[config.mk]
export PLATFORM = sky130hd
export DESIGN_NAME = adder_serial_nbit
export DESIGN_NICKNAME = d
export VERILOG_FILES = /design/src/rtl/adder_pkg.sv /design/src/rtl/adder_chunk.sv /design/src/rtl/full_adder.sv /design/src/rtl/adder_serial_nbit.sv
export SDC_FILE = /design/constraint.sdc
export NUM_CORES = 1
export LEC_CHECK = 0
export ABC_CLOCK_PERIOD_IN_PS = 4200
export CAP_MARGIN = 40
export CORE_AREA = 2 2 67 85
export DETAILED_ROUTE_END_ITERATION = 6
export DIE_AREA = 0 0 69 87
export GPL_TIMING_DRIVEN = 0
export PLACE_DENSITY_LB_ADDON = 0.08
export SLEW_MARGIN = 5
export SYNTH_ARGS = -nofsm -noshare
export SYNTH_HDL_FRONTEND = slang
export SYNTH_SLANG_ARGS = --single-unit
[constraint.sdc]
create_clock -name i_clk -period 4.2 [get_ports i_clk]
set_clock_uncertainty 0.2 [all_clocks]
set_input_delay 0.84 -clock i_clk [delete_from_list [all_inputs] [get_ports i_clk]]
set_output_delay 0.84 -clock i_clk [all_outputs]
set_load 0.01 [all_outputs]
[src/rtl/adder_pkg.sv]
// Shared types and sizing helpers for the serial adder family.
package adder_pkg;

  typedef enum logic [1:0] {
    ST_IDLE = 2'd0,
    ST_ADD  = 2'd1,
    ST_DONE = 2'd2
  } state_t;

  function automatic int nchunk(input int width, input int chunk);
    return (chunk > 0) ? (width / chunk) : 1;
  endfunction

  // A single-chunk configuration still needs a 1-bit counter.
  function automatic int cnt_width(input int n);
    return (n > 1) ? $clog2(n) : 1;
  endfunction

endpackage

[src/rtl/adder_chunk.sv]
// CHUNK-bit ripple slice of full_adder cells; combinational.
// Also exports the carry into the MSB so the caller can derive signed overflow.
module adder_chunk #(
  parameter int CHUNK = 4
) (
  input  logic [CHUNK-1:0] i_a,
  input  logic [CHUNK-1:0] i_b,
  input  logic             i_ci,
  output logic [CHUNK-1:0] o_s,
  output logic             o_co,
  output logic             o_cmsb
);
  logic [CHUNK:0] w_c;

  assign w_c[0] = i_ci;

  for (genvar i = 0; i < CHUNK; i++) begin : g_fa
    full_adder u_fa (
      .i_a  (i_a[i]),
      .i_b  (i_b[i]),
      .i_ci (w_c[i]),
      .o_s  (o_s[i]),
      .o_co (w_c[i+1])
    );
  end

  assign o_co   = w_c[CHUNK];
  assign o_cmsb = w_c[CHUNK-1];
endmodule

[src/rtl/full_adder.sv]
// One-bit full adder cell; purely combinational.
module full_adder (
  input  logic i_a,
  input  logic i_b,
  input  logic i_ci,
  output logic o_s,
  output logic o_co
);
  assign o_s  = i_a ^ i_b ^ i_ci;
  assign o_co = (i_a & i_b) | (i_ci & (i_a ^ i_b));
endmodule

[src/rtl/adder_serial_nbit.sv]
// Serial WIDTH-bit add/sub, CHUNK bits per cycle; out_valid rises NCHUNK cycles after accept.
// Result held in DONE under out_ready back-pressure; ADDER_SERIAL_OVF_EN adds signed-overflow port o_ovf.
module adder_serial_nbit
  import adder_pkg::*;
#(
  parameter int WIDTH = 16,
  parameter int CHUNK = 4
) (
  input  logic             i_clk,
  input  logic             i_rst,
  input  logic             i_in_valid,
  output logic             o_in_ready,
  input  logic [WIDTH-1:0] i_a,
  input  logic [WIDTH-1:0] i_b,
  input  logic             i_cin,
  input  logic             i_sub,
  output logic             o_out_valid,
  input  logic             i_out_ready,
  output logic [WIDTH-1:0] o_sum,
`ifdef ADDER_SERIAL_OVF_EN
  output logic             o_ovf,
`endif
  output logic             o_cout
);
  localparam int NCHUNK = nchunk(WIDTH, CHUNK);
  localparam int CNT_W  = cnt_width(NCHUNK);

  if (WIDTH < 1 || CHUNK < 1 || (WIDTH % CHUNK) != 0) begin : g_bad_cfg
    $error("adder_serial_nbit: CHUNK must be >= 1 and divide WIDTH >= 1");
  end

  state_t             r_state;
  logic [WIDTH-1:0]   r_a;
  logic [WIDTH-1:0]   r_b;
  logic               r_ci;
  logic [CNT_W-1:0]   r_cnt;
  logic               r_in_ready;
  logic               r_out_valid;
  logic [WIDTH-1:0]   r_sum;
  logic               r_cout;
  logic [CHUNK-1:0]   w_s;
  logic               w_co;
`ifdef ADDER_SERIAL_OVF_EN
  logic               r_ovf;
  logic               w_cmsb;
`else
  logic               w_unused_cmsb;
`endif

  // Operands shift right each ADD cycle, so the slice always sees bits [CHUNK-1:0].
  adder_chunk #(.CHUNK(CHUNK)) u_chunk (
    .i_a    (r_a[CHUNK-1:0]),
    .i_b    (r_b[CHUNK-1:0]),
    .i_ci   (r_ci),
    .o_s    (w_s),
    .o_co   (w_co),
`ifdef ADDER_SERIAL_OVF_EN
    .o_cmsb (w_cmsb)
`else
    .o_cmsb (w_unused_cmsb)
`endif
  );

  always_ff @(posedge i_clk) begin
    if (i_rst) begin
      r_state     <= ST_IDLE;
      r_a         <= '0;
      r_b         <= '0;
      r_ci        <= 1'b0;
      r_cnt       <= '0;
      r_in_ready  <= 1'b1;
      r_out_valid <= 1'b0;
      r_sum       <= '0;
      r_cout      <= 1'b0;
`ifdef ADDER_SERIAL_OVF_EN
      r_ovf       <= 1'b0;
`endif
    end else begin
      case (r_state)
        ST_IDLE: begin
          if (i_in_valid && r_in_ready) begin
            r_a        <= i_a;
            r_b        <= i_sub ? ~i_b : i_b;
            r_ci       <= i_sub | i_cin;
            r_cnt      <= '0;
            r_in_ready <= 1'b0;
            r_state    <= ST_ADD;
          end
        end
        ST_ADD: begin
          r_sum[int'(r_cnt)*CHUNK +: CHUNK] <= w_s;
          r_a   <= r_a >> CHUNK;
          r_b   <= r_b >> CHUNK;
          r_ci  <= w_co;
          r_cnt <= r_cnt + 1'b1;
          if (r_cnt == CNT_W'(NCHUNK - 1)) begin
            r_cout      <= w_co;
`ifdef ADDER_SERIAL_OVF_EN
            r_ovf       <= w_co ^ w_cmsb;
`endif
            r_out_valid <= 1'b1;
            r_state     <= ST_DONE;
          end
        end
        ST_DONE: begin
          if (i_out_ready) begin
            r_out_valid <= 1'b0;
            r_in_ready  <= 1'b1;
            r_state     <= ST_IDLE;
          end
        end
        default: r_state <= ST_IDLE;
      endcase
    end
  end

  assign o_in_ready  = r_in_ready;
  assign o_out_valid = r_out_valid;
  assign o_sum       = r_sum;
  assign o_cout      = r_cout;
`ifdef ADDER_SERIAL_OVF_EN
  assign o_ovf       = r_ovf;
`endif
endmodule

==> results.json, run 1 <==
{
  "outcome": "finished clean",
  "mappedNetlistArea_um2": 2720,
  "diodes": 0,
  "post-cts-setup-buffers": 0,
  "yosys.area.top_type": "dfxtp_1",
  "critPathMaxStageDelay_ns": 0.48,
  "initial_utilization": 0.517,
  "max_freq_mhz": 398,
  "h-tree-depth": 2,
  "vdd_drop_max_v": 0.000227,
  "p_per_area_nw_per_um2": 353,
  "cp_slowest_cell": "fa_1",
  "via_count": 2439,
  "wl_per_cell_um": 14.7,
  "post-route-drc-count": 0,
  "rsz0062_at_grt": "false",
  "dieWidth_um": 69,
  "globalRouteTotalUtil": 0.222,
  "routed_wl_um": 6360,
  "synth.mux.area_fraction": 0,
  "vias_per_cell": 5.65,
  "cts.sinks": 56,
  "crit_path_frequent_cell": "fa_1",
  "grt_start_max_net_pins": 18,
  "dieArea_um2": 6000,
  "setup.worst_path.class": "flop to flop",
  "synth_warnings": 0,
  "fin_cells": 432,
  "synthAdderAreaFrac": 0.0571,
  "synthXorXnorAreaFrac": 0.0515,
  "clk_latency_ns": 0.31,
  "tightestPinTransition_ns": 0.662,
  "tns_ns": 0,
  "synth_top_flop_cell": "dfxtp_1",
  "drv_slew": 0,
  "min_period_ns": 2.51,
  "ant_nets": 0,
  "syn_area_per_cell_um2": 8.89,
  "netlist_top_cells_area": "dfxtp_1 (41%), a21oi_1 (5.3%), xor2_1 (4.8%)",
  "grt_pass1_wl_um": 10800,
  "synth_cells": 306,
  "path_max_fanout": 4,
  "io_buffer_count": 54,
  "root_buffer": "clkbuf_8",
  "fin_crit_sh": 0.598,
  "total_power_mw": 1.22,
  "dp.cells": 424,
  "cp-end-kind": "flop",
  "synthSimpleGateAreaFrac": 0.259,
  "finalSetupViolCount": 0,
  "cts_hold_buf": 0,
  "grt_remaining_overflow": 0,
  "layout-drive-gt1-share": 0.101,
  "worstSetupStartpointType": "flop",
  "fp.coreArea_um2": 5260,
  "crit_chain": "inv_1 -> fa_1 -> fa_1 -> inv_1 -> fa_1 -> fa_1 -> a32oi_1 -> nor2_1",
  "cts_resized": 0,
  "synth_top_area_frac": 0.412,
  "place_congestion": 0.827,
  "grt_pass1_vias": 2332,
  "num_rows": 30,
  "syn-num-nets": 354,
  "path_clk_slew_ns": 0.10,
  "ys_ff_latch": 56,
  "netlist-cell-type-count": 38,
  "cts_buffer_depth": 2,
  "antenna_found_initial": 0,
  "maxSlewHeadroom": 0.559,
  "fin_util": 0.657,
  "numCtsBuffers": 5,
  "tritoncts": "yes",
  "hold_viol": 0,
  "die_h_um": 87,
  "io_pins": 57,
  "required_ns": 4.20,
  "synth.most_common_cell": "dfxtp_1",
  "fillers": 497,
  "drt-initial-drc-count": 130,
  "area_delta_synth_final_pct": 26.9,
  "synth_compound_area_frac": 0.150,
  "synth_top_family_by_area": "simple AND/OR/NAND/NOR gates",
  "ys_seq_area_frac": 0.412,
  "cp.arrival_ns": 2.51,
  "hpwl_um": 4520,
  "async_flop_share": 0,
  "first_pass_iters": 4,
  "synth_common_cells": "dfxtp_1 (56), a21oi_1 (29), nor2_1 (24), nor3_1 (24), nand3_1 (22)",
  "hold_path.class": "flop to flop",
  "nets": 415,
  "drv_cap": 0,
  "power_leakage_nw": 1.25,
  "synth_edf_count": 0
}
[report_power, final]
group | internal, mW | leakage [nW] | switching [mW]
Sequential | 0.568 | 0.457 | 0.0240
Clock | 0.177 | 0.0541 | 0.181
Combinational | 0.119 | 0.741 | 0.149
Total | 0.863 | 1.25 | 0.354
[layout by cell type (no fill, tap or decap), types with 2 or more instances in the layout]
cell type and count:
nand3b_1 5, ha_1 6, buf_4 4, inv_1 12
nand3_1 22, o32ai_1 2, nor4_2 9, nor2b_1 3
nor4_1 3, clkbuf_8 5, o32ai_2 2, clkdlybuf4s50_1 54
clkbuf_1 12, nor2_1 24, a32oi_1 8, buf_2 11
nand2b_1 7, nor3_1 24, dfxtp_1 56, xor2_1 15
nand2_1 16, nor4bb_1 2, fa_1 4, a21oi_1 29
nand4_1 4, a22oi_1 12
[layout make-up]
| class | instances | area (µm²) | area share |
|---|---|---|---|
| multi-input combinational | 209 | 1410 | 0.408 |
| timing repair buffer | 54 | 541 | 0.157 |
| inverter | 12 | 45.0 | 0.0131 |
| clock inverter | 3 | 42.5 | 0.0123 |
| sequential | 56 | 1120 | 0.325 |
| tap | 64 | 80.1 | 0.0232 |
| clock buffer | 5 | 68.8 | 0.0199 |
| buffer | 29 | 145 | 0.0421 |
[sequential cells by signal (all words and copies together) (netlist names)]
| register | flops |
|---|---|
| o_out_valid | 1 |
| r_b | 16 |
| r_state | 2 |
| o_cout | 1 |
| r_ci | 1 |
| o_sum | 16 |
| r_a | 16 |
| r_cnt | 2 |
| o_in_ready | 1 |
[metrics by stage]
| stage | hold WS [ns] | setup slack, ns | instance area (µm²) |
|---|---|---|---|
| after floorplan | 0.244 | 1.85 | 2720 |
| after global placement | 0.243 | 1.62 | 3340 |
| after detailed placement | 0.250 | 1.58 | 3340 |
| after CTS | 0.264 | 1.69 | 3450 |
| after global routing | 0.294 | 1.56 | 3450 |
| final | 0.261 | 1.69 | 3450 |
[kinds of logic after synthesis]
family	count (synthesis)
XOR/XNOR	16
buffers and inverters	41
AND/OR/NAND/NOR	124
flip-flops	56
AO/OA/AOI/OAI	59
adder cells (fa/ha/maj)	10
[worst paths after layout]
kind,startpoint,end,slack [ns],cells after the start
max,r_a[0],o_sum[15],1.69,8
min,o_sum[4],o_sum[4],0.26,2
max reg2reg,r_a[0],o_sum[15],1.69,8
min reg2reg,o_sum[4],o_sum[4],0.26,2
[per-layer routing]
layer	wire length [µm]	part of all wire	up-vias	global-route usage
met2	3260	0.51	58	0.407
li1	-	-	1204	-
met4	136	0.021	0	0.0820
met3	222	0.035	13	0.0336
met1	2740	0.43	1164	0.262
met5	0	0	-	0
[critical path, delay by kind of cell, from the launching register on]
kind | cells | cell delay (ns)
buffers and inverters | 2 | 0.14
DFF | 1 | 0.36
AOI/OAI and AO/OA | 1 | 0.21
and+or+nand+nor | 1 | 0.05
adders and majority gates | 4 | 1.44
Power figures use the tool's default switching activity.
==> run 2: changes to the inputs <==
--- a/config.mk
+++ b/config.mk
@@ -5,11 +5,11 @@
 export SDC_FILE = /design/constraint.sdc
 export NUM_CORES = 1
 export LEC_CHECK = 0
-export ABC_CLOCK_PERIOD_IN_PS = 4200
+export ABC_CLOCK_PERIOD_IN_PS = 2100
 export CAP_MARGIN = 40
-export CORE_AREA = 2 2 67 85
+export CORE_AREA = 2 2 72 91
 export DETAILED_ROUTE_END_ITERATION = 6
-export DIE_AREA = 0 0 69 87
+export DIE_AREA = 0 0 74 93
 export GPL_TIMING_DRIVEN = 0
 export PLACE_DENSITY_LB_ADDON = 0.08
 export SLEW_MARGIN = 5
==> constraint.sdc (replaced) <==
create_clock -name i_clk -period 2.1 [get_ports i_clk]
set_clock_uncertainty 0.2 [all_clocks]
set_input_delay 0.42 -clock i_clk [delete_from_list [all_inputs] [get_ports i_clk]]
set_output_delay 0.42 -clock i_clk [all_outputs]
set_load 0.01 [all_outputs]
==> run 2 against run 1 <==
The flow now finishes with violations (negative setup slack). Non-clock buffer count unchanged. Hold slack got worse by 0.00073 ns. Total power grew 100%. Count of clock-buffer cells in the layout grew 1. Critical path type unchanged. Largest cell class unchanged.
==> results.json, run 2 (synthesis results as in run 1) <==
{
  "outcome": "finished, violations left",
  "violations": "negative setup slack",
  "max_freq_mhz": 410,
  "vias_per_cell": 5.32,
  "numCtsBuffers": 5,
  "hold_depth": 2,
  "dieArea_um2": 6880,
  "cts_buffer_depth": 2,
  "path_max_fanout": 4,
  "reg2reg_to": "o_sum[3]",
  "grt_pass1_wl_um": 10700,
  "globalRouteTotalUtil": 0.200,
  "clk_latency_ns": 0.31,
  "io_buffer_count": 54,
  "layout-drive-gt1-share": 0.136,
  "area_delta_synth_final_pct": 29.5,
  "worst_slack_ns": -0.341,
  "cts_hold_buf": 0,
  "grt_pass1_vias": 2295,
  "p_per_area_nw_per_um2": 694,
  "power_leakage_nw": 1.26,
  "finalSetupViolCount": 8,
  "hp-start": "o_sum[4]",
  "rsz0062_at_grt": "true",
  "required_ns": 2.09,
  "vdd_drop_max_v": 0.000330,
  "root_buffer": "clkbuf_8",
  "diodes": 0,
  "min_period_ns": 2.44,
  "post-route-drc-count": 0,
  "r2r_slack_ns": -0.34,
  "num_rows": 32,
  "die_h_um": 93,
  "ant_nets": 0,
  "grt_remaining_overflow": 0,
  "tns_ns": -1.47,
  "worstSetupStartpointType": "flop",
  "rr_startpoint": "r_b[0]",
  "maxSlewHeadroom": 0.574,
  "tritoncts": "yes",
  "initial_utilization": 0.450,
  "io_pins": 57,
  "wl_per_cell_um": 14.4,
  "r2r_cells": 8,
  "cp.arrival_ns": 2.44,
  "cts.sinks": 56,
  "cp-end-kind": "flop",
  "h-tree-depth": 2,
  "via_count": 2408,
  "antenna_found_initial": 0,
  "post-cts-setup-buffers": 0,
  "first_pass_iters": 4,
  "nets": 415,
  "drv_cap": 0,
  "final_common_cell": "clkdlybuf4s50_1",
  "layout_common_cells": "clkdlybuf4s50_1 (54), dfxtp_1 (53), a21oi_1 (29)",
  "grt_start_max_net_pins": 17,
  "hold_viol": 0,
  "hold_path.class": "flop to flop",
  "hpwl_um": 4770,
  "fin_crit_sh": 1.16,
  "routed_wl_um": 6510,
  "fp.coreArea_um2": 6050,
  "hold_end": "o_sum[4]",
  "fin_area_um2": 3520,
  "drt-initial-drc-count": 115,
  "path_clk_slew_ns": 0.10,
  "drv_slew": 0,
  "post-place-ws_ns": -0.399,
  "dieWidth_um": 74,
  "tightestPinTransition_ns": 0.640,
  "setup.worst_path.class": "flop to flop",
  "place_area_um2": 3370,
  "place_congestion": 0.855
}
==> run 2: metal layers <==
layer	up-vias	track usage	routed length (µm)
li1	1200	-	-
met1	1145	0.233	2800
met2	56	0.364	3420
met3	7	0.0356	194
met4	0	0.0606	98
met5	-	0	0
==> run 2: power breakdown <==
part	leakage, nW	internal, mW	switching, mW
registers	0.459	1.14	0.0484
clock network	0.0552	0.355	0.344
logic	0.745	0.256	0.304
==> run 2: final cells by class <==
type	count	area [µm²]
clock inverters	2	35.0
well taps	85	106
clock buffers	6	72.6
fillers	588	2520
flip-flops and latches	56	1120
multi-input cells	209	1450
inverters	12	45.0
repair buffers	54	541
plain buffers	29	145
==> run 2: timing repair <==
| action | 4_1_cts | 5_1_grt |
|---|---|---|
| hold endpoints to repair | 0 | 0 |
| pin swaps | 4 | 3 |
| gates cloned | 0 | 0 |
| setup endpoints to repair | 14 | 14 |
| gates resized for setup | 3 | 7 |
==> run 2: worst max-delay path, stage by stage, from the launching register on <==
cell     delay [ns]
dfxtp_2        0.34
inv_2          0.04
fa_2           0.38
fa_2           0.34
inv_2          0.07
fa_2           0.19
fa_2           0.48
a32oi_1        0.22
nor2_1         0.06
==> run 2: worst max-delay path by stage <==
stage / from / to / cells after the start
after detailed placement: r_a[0] / o_sum[15] / 8
after CTS: r_b[0] / o_sum[15] / 8
after floorplan: r_b[0] / o_sum[3] / 8
final: r_b[0] / o_sum[3] / 8
after global routing: r_b[0] / o_sum[15] / 8
after global placement: r_a[0] / o_sum[15] / 8
==> run 2: stage by stage <==
stage | hold slack [ns] | power [mW] | instances | utilization
after floorplan | 0.244 | 1.55 | 306 | -
after global placement | 0.245 | 1.74 | 445 | 0.558
after detailed placement | 0.247 | 1.75 | 445 | 0.558
after CTS | 0.261 | 2.43 | 453 | 0.577
after global routing | 0.292 | 2.55 | 453 | 0.583
final | 0.261 | 2.44 | 453 | 0.583
==> run 3: changes to the inputs <==
--- a/config.mk
+++ b/config.mk
@@ -5,11 +5,11 @@
 export SDC_FILE = /design/constraint.sdc
 export NUM_CORES = 1
 export LEC_CHECK = 0
-export ABC_CLOCK_PERIOD_IN_PS = 2100
+export ABC_CLOCK_PERIOD_IN_PS = 3100
 export CAP_MARGIN = 40
-export CORE_AREA = 2 2 72 91
+export CORE_AREA = 2 2 69 88
 export DETAILED_ROUTE_END_ITERATION = 6
-export DIE_AREA = 0 0 74 93
+export DIE_AREA = 0 0 71 90
 export GPL_TIMING_DRIVEN = 0
 export PLACE_DENSITY_LB_ADDON = 0.08
 export SLEW_MARGIN = 5
==> constraint.sdc (replaced) <==
create_clock -name i_clk -period 3.1 [get_ports i_clk]
set_clock_uncertainty 0.2 [all_clocks]
set_input_delay 0.62 -clock i_clk [delete_from_list [all_inputs] [get_ports i_clk]]
set_output_delay 0.62 -clock i_clk [all_outputs]
set_load 0.01 [all_outputs]
==> run 3 against run 2 <==
Sequential power is 33% lower. Routed wire length is 0.35% lower. Setup slack better by 0.83 ns. Flip-flop and latch count stayed put. Non-clock buffer count stayed put. Total power is 33% lower. Via count is 0.58% lower. Count of clock-buffer cells in the layout stayed put. Final cell count is 4.2% lower. Die area is 7.1% lower. Maximum frequency is 6.3% lower. The flow now finishes without violations. Sequential share of layout area is 0.56 points higher.
==> results.json, run 3 (synthesis results as in run 1) <==
{
  "outcome": "finished clean",
  "cp-end-kind": "flop",
  "cts.sinks": 56,
  "critPathMaxStageDelay_ns": 0.50,
  "hp-start": "o_sum[5]",
  "diodes": 0,
  "path_delay_family": "adder cells",
  "numCtsBuffers": 5,
  "cts_resized": 0,
  "fillers": 517,
  "tightestPinTransition_ns": 0.651,
  "hpwl_um": 4730,
  "cp_slowest_cell": "fa_1",
  "tns_ns": 0,
  "path_clk_slew_ns": 0.09,
  "hold_end": "o_sum[5]",
  "maxSlewHeadroom": 0.560,
  "power_leakage_nw": 1.25,
  "dieArea_um2": 6390,
  "cts_hold_buf": 0,
  "hold_path.class": "flop to flop",
  "layout_common_cells": "dfxtp_1 (56), clkdlybuf4s50_1 (54), a21oi_1 (29)",
  "drv_cap": 0,
  "highest_layer": "met4",
  "required_ns": 3.09,
  "whs_ns": 0.261,
  "worstSetupStartpointType": "flop",
  "reg2reg_to": "o_sum[3]",
  "wl_met2_um": 3350,
  "p_per_area_nw_per_um2": 476,
  "layout-drive-gt1-share": 0.0978,
  "tritoncts": "yes",
  "vias_per_cell": 5.52,
  "grt_pass1_wl_um": 10900,
  "fp.coreArea_um2": 5620,
  "vdd_drop_max_v": 0.000310,
  "rsz0062_at_grt": "false",
  "grt_pass1_vias": 2387,
  "post-cts-setup-buffers": 0,
  "root_buffer": "clkbuf_8",
  "antenna_found_initial": 0,
  "clk_latency_ns": 0.31,
  "final_common_cell": "dfxtp_1",
  "hold_depth": 2,
  "area_delta_synth_final_pct": 26.9,
  "place_congestion": 0.809,
  "routed_wl_um": 6490,
  "grt_remaining_overflow": 0,
  "cts_buffer_depth": 2,
  "crit_path_frequent_cell": "fa_1",
  "drv_slew": 0,
  "r2r_cells": 8,
  "path_max_fanout": 4,
  "h-tree-depth": 2,
  "drt-initial-drc-count": 92,
  "dr_wl_met3_um": 266,
  "io_buffer_count": 54,
  "nets": 415,
  "cp_num_buf_inv": 2,
  "rr_startpoint": "r_a[0]",
  "ant_nets": 0,
  "die_h_um": 90,
  "max_freq_mhz": 384,
  "globalRouteTotalUtil": 0.211,
  "setup.worst_path.class": "flop to flop",
  "hold_viol": 0,
  "num_rows": 31,
  "dieWidth_um": 71,
  "crit_chain": "inv_1 -> fa_1 -> fa_1 -> inv_1 -> fa_1 -> fa_1 -> a32oi_1 -> nor2_1",
  "min_period_ns": 2.61,
  "grt_start_max_net_pins": 17,
  "wl_per_cell_um": 14.9,
  "fin_crit_sh": 0.841,
  "io_pins": 57,
  "first_pass_iters": 4,
  "met1_length_um": 2770,
  "cp.arrival_ns": 2.59,
  "r2r_slack_ns": 0.49,
  "via_count": 2394,
  "finalSetupViolCount": 0,
  "initial_utilization": 0.483,
  "post-route-drc-count": 0
}
==> run 3: cell counts in the layout (fill, tap and decap cells not counted) <==
Identical to the previous run, type by type.
==> run 3: worst max-delay path by stage <==
| stage | from | endpoint | slack, ns | depth (start not counted) |
|---|---|---|---|---|
| 6_report | r_a[0] | o_sum[3] | 0.49 | 8 |
| 4_1_cts | r_a[0] | o_sum[3] | 0.52 | 8 |
| 3_3_place_gp | r_a[0] | o_sum[15] | 0.55 | 8 |
| 5_1_grt | r_a[0] | o_sum[3] | 0.39 | 8 |
| 3_5_place_dp | r_a[0] | o_sum[3] | 0.53 | 8 |
| 2_1_floorplan | r_ci | o_sum[3] | 0.75 | 8 |
==> run 3: power by group <==
group | internal [mW] | switching (mW)
Sequential | 0.770 | 0.0318
Combinational | 0.161 | 0.204
Clock | 0.240 | 0.236
Total | 1.17 | 0.471
==> run 3: metal layers <==
layer / global-route usage / up-vias
li1: - / 1208
met1: 0.248 / 1112
met2: 0.374 / 65
met3: 0.0336 / 9
met4: 0.0865 / 0
met5: 0 / -
==> run 3: worst register-to-register path: stages (launching register included) <==
cell,delay [ns]
dfxtp_1,0.37
inv_1,0.07
fa_1,0.42
fa_1,0.37
inv_1,0.08
fa_1,0.19
fa_1,0.50
a32oi_1,0.22
nor2_1,0.06
==> run 3: cell type report <==
cell class / instances / area, µm² / share of cell area
sequential: 56 / 1120 / 0.325
clock inverter: 2 / 35.0 / 0.0102
buffer: 29 / 145 / 0.0421
timing repair buffer: 54 / 541 / 0.157
inverter: 12 / 45.0 / 0.0131
tap: 66 / 82.6 / 0.0239
clock buffer: 6 / 72.6 / 0.0210
multi-input combinational: 209 / 1410 / 0.408
==> run 3: stage by stage <==
step	instances	utilization	power, mW	setup WS (ns)	instance area (µm²)
after floorplan	306	-	1.05	0.747	2720
after CTS	434	0.613	1.65	0.516	3450
after global routing	434	0.613	1.72	0.389	3450
final	434	0.613	1.64	0.493	3450
after detailed placement	426	0.594	1.18	0.534	3340
after global placement	426	0.594	1.17	0.555	3340
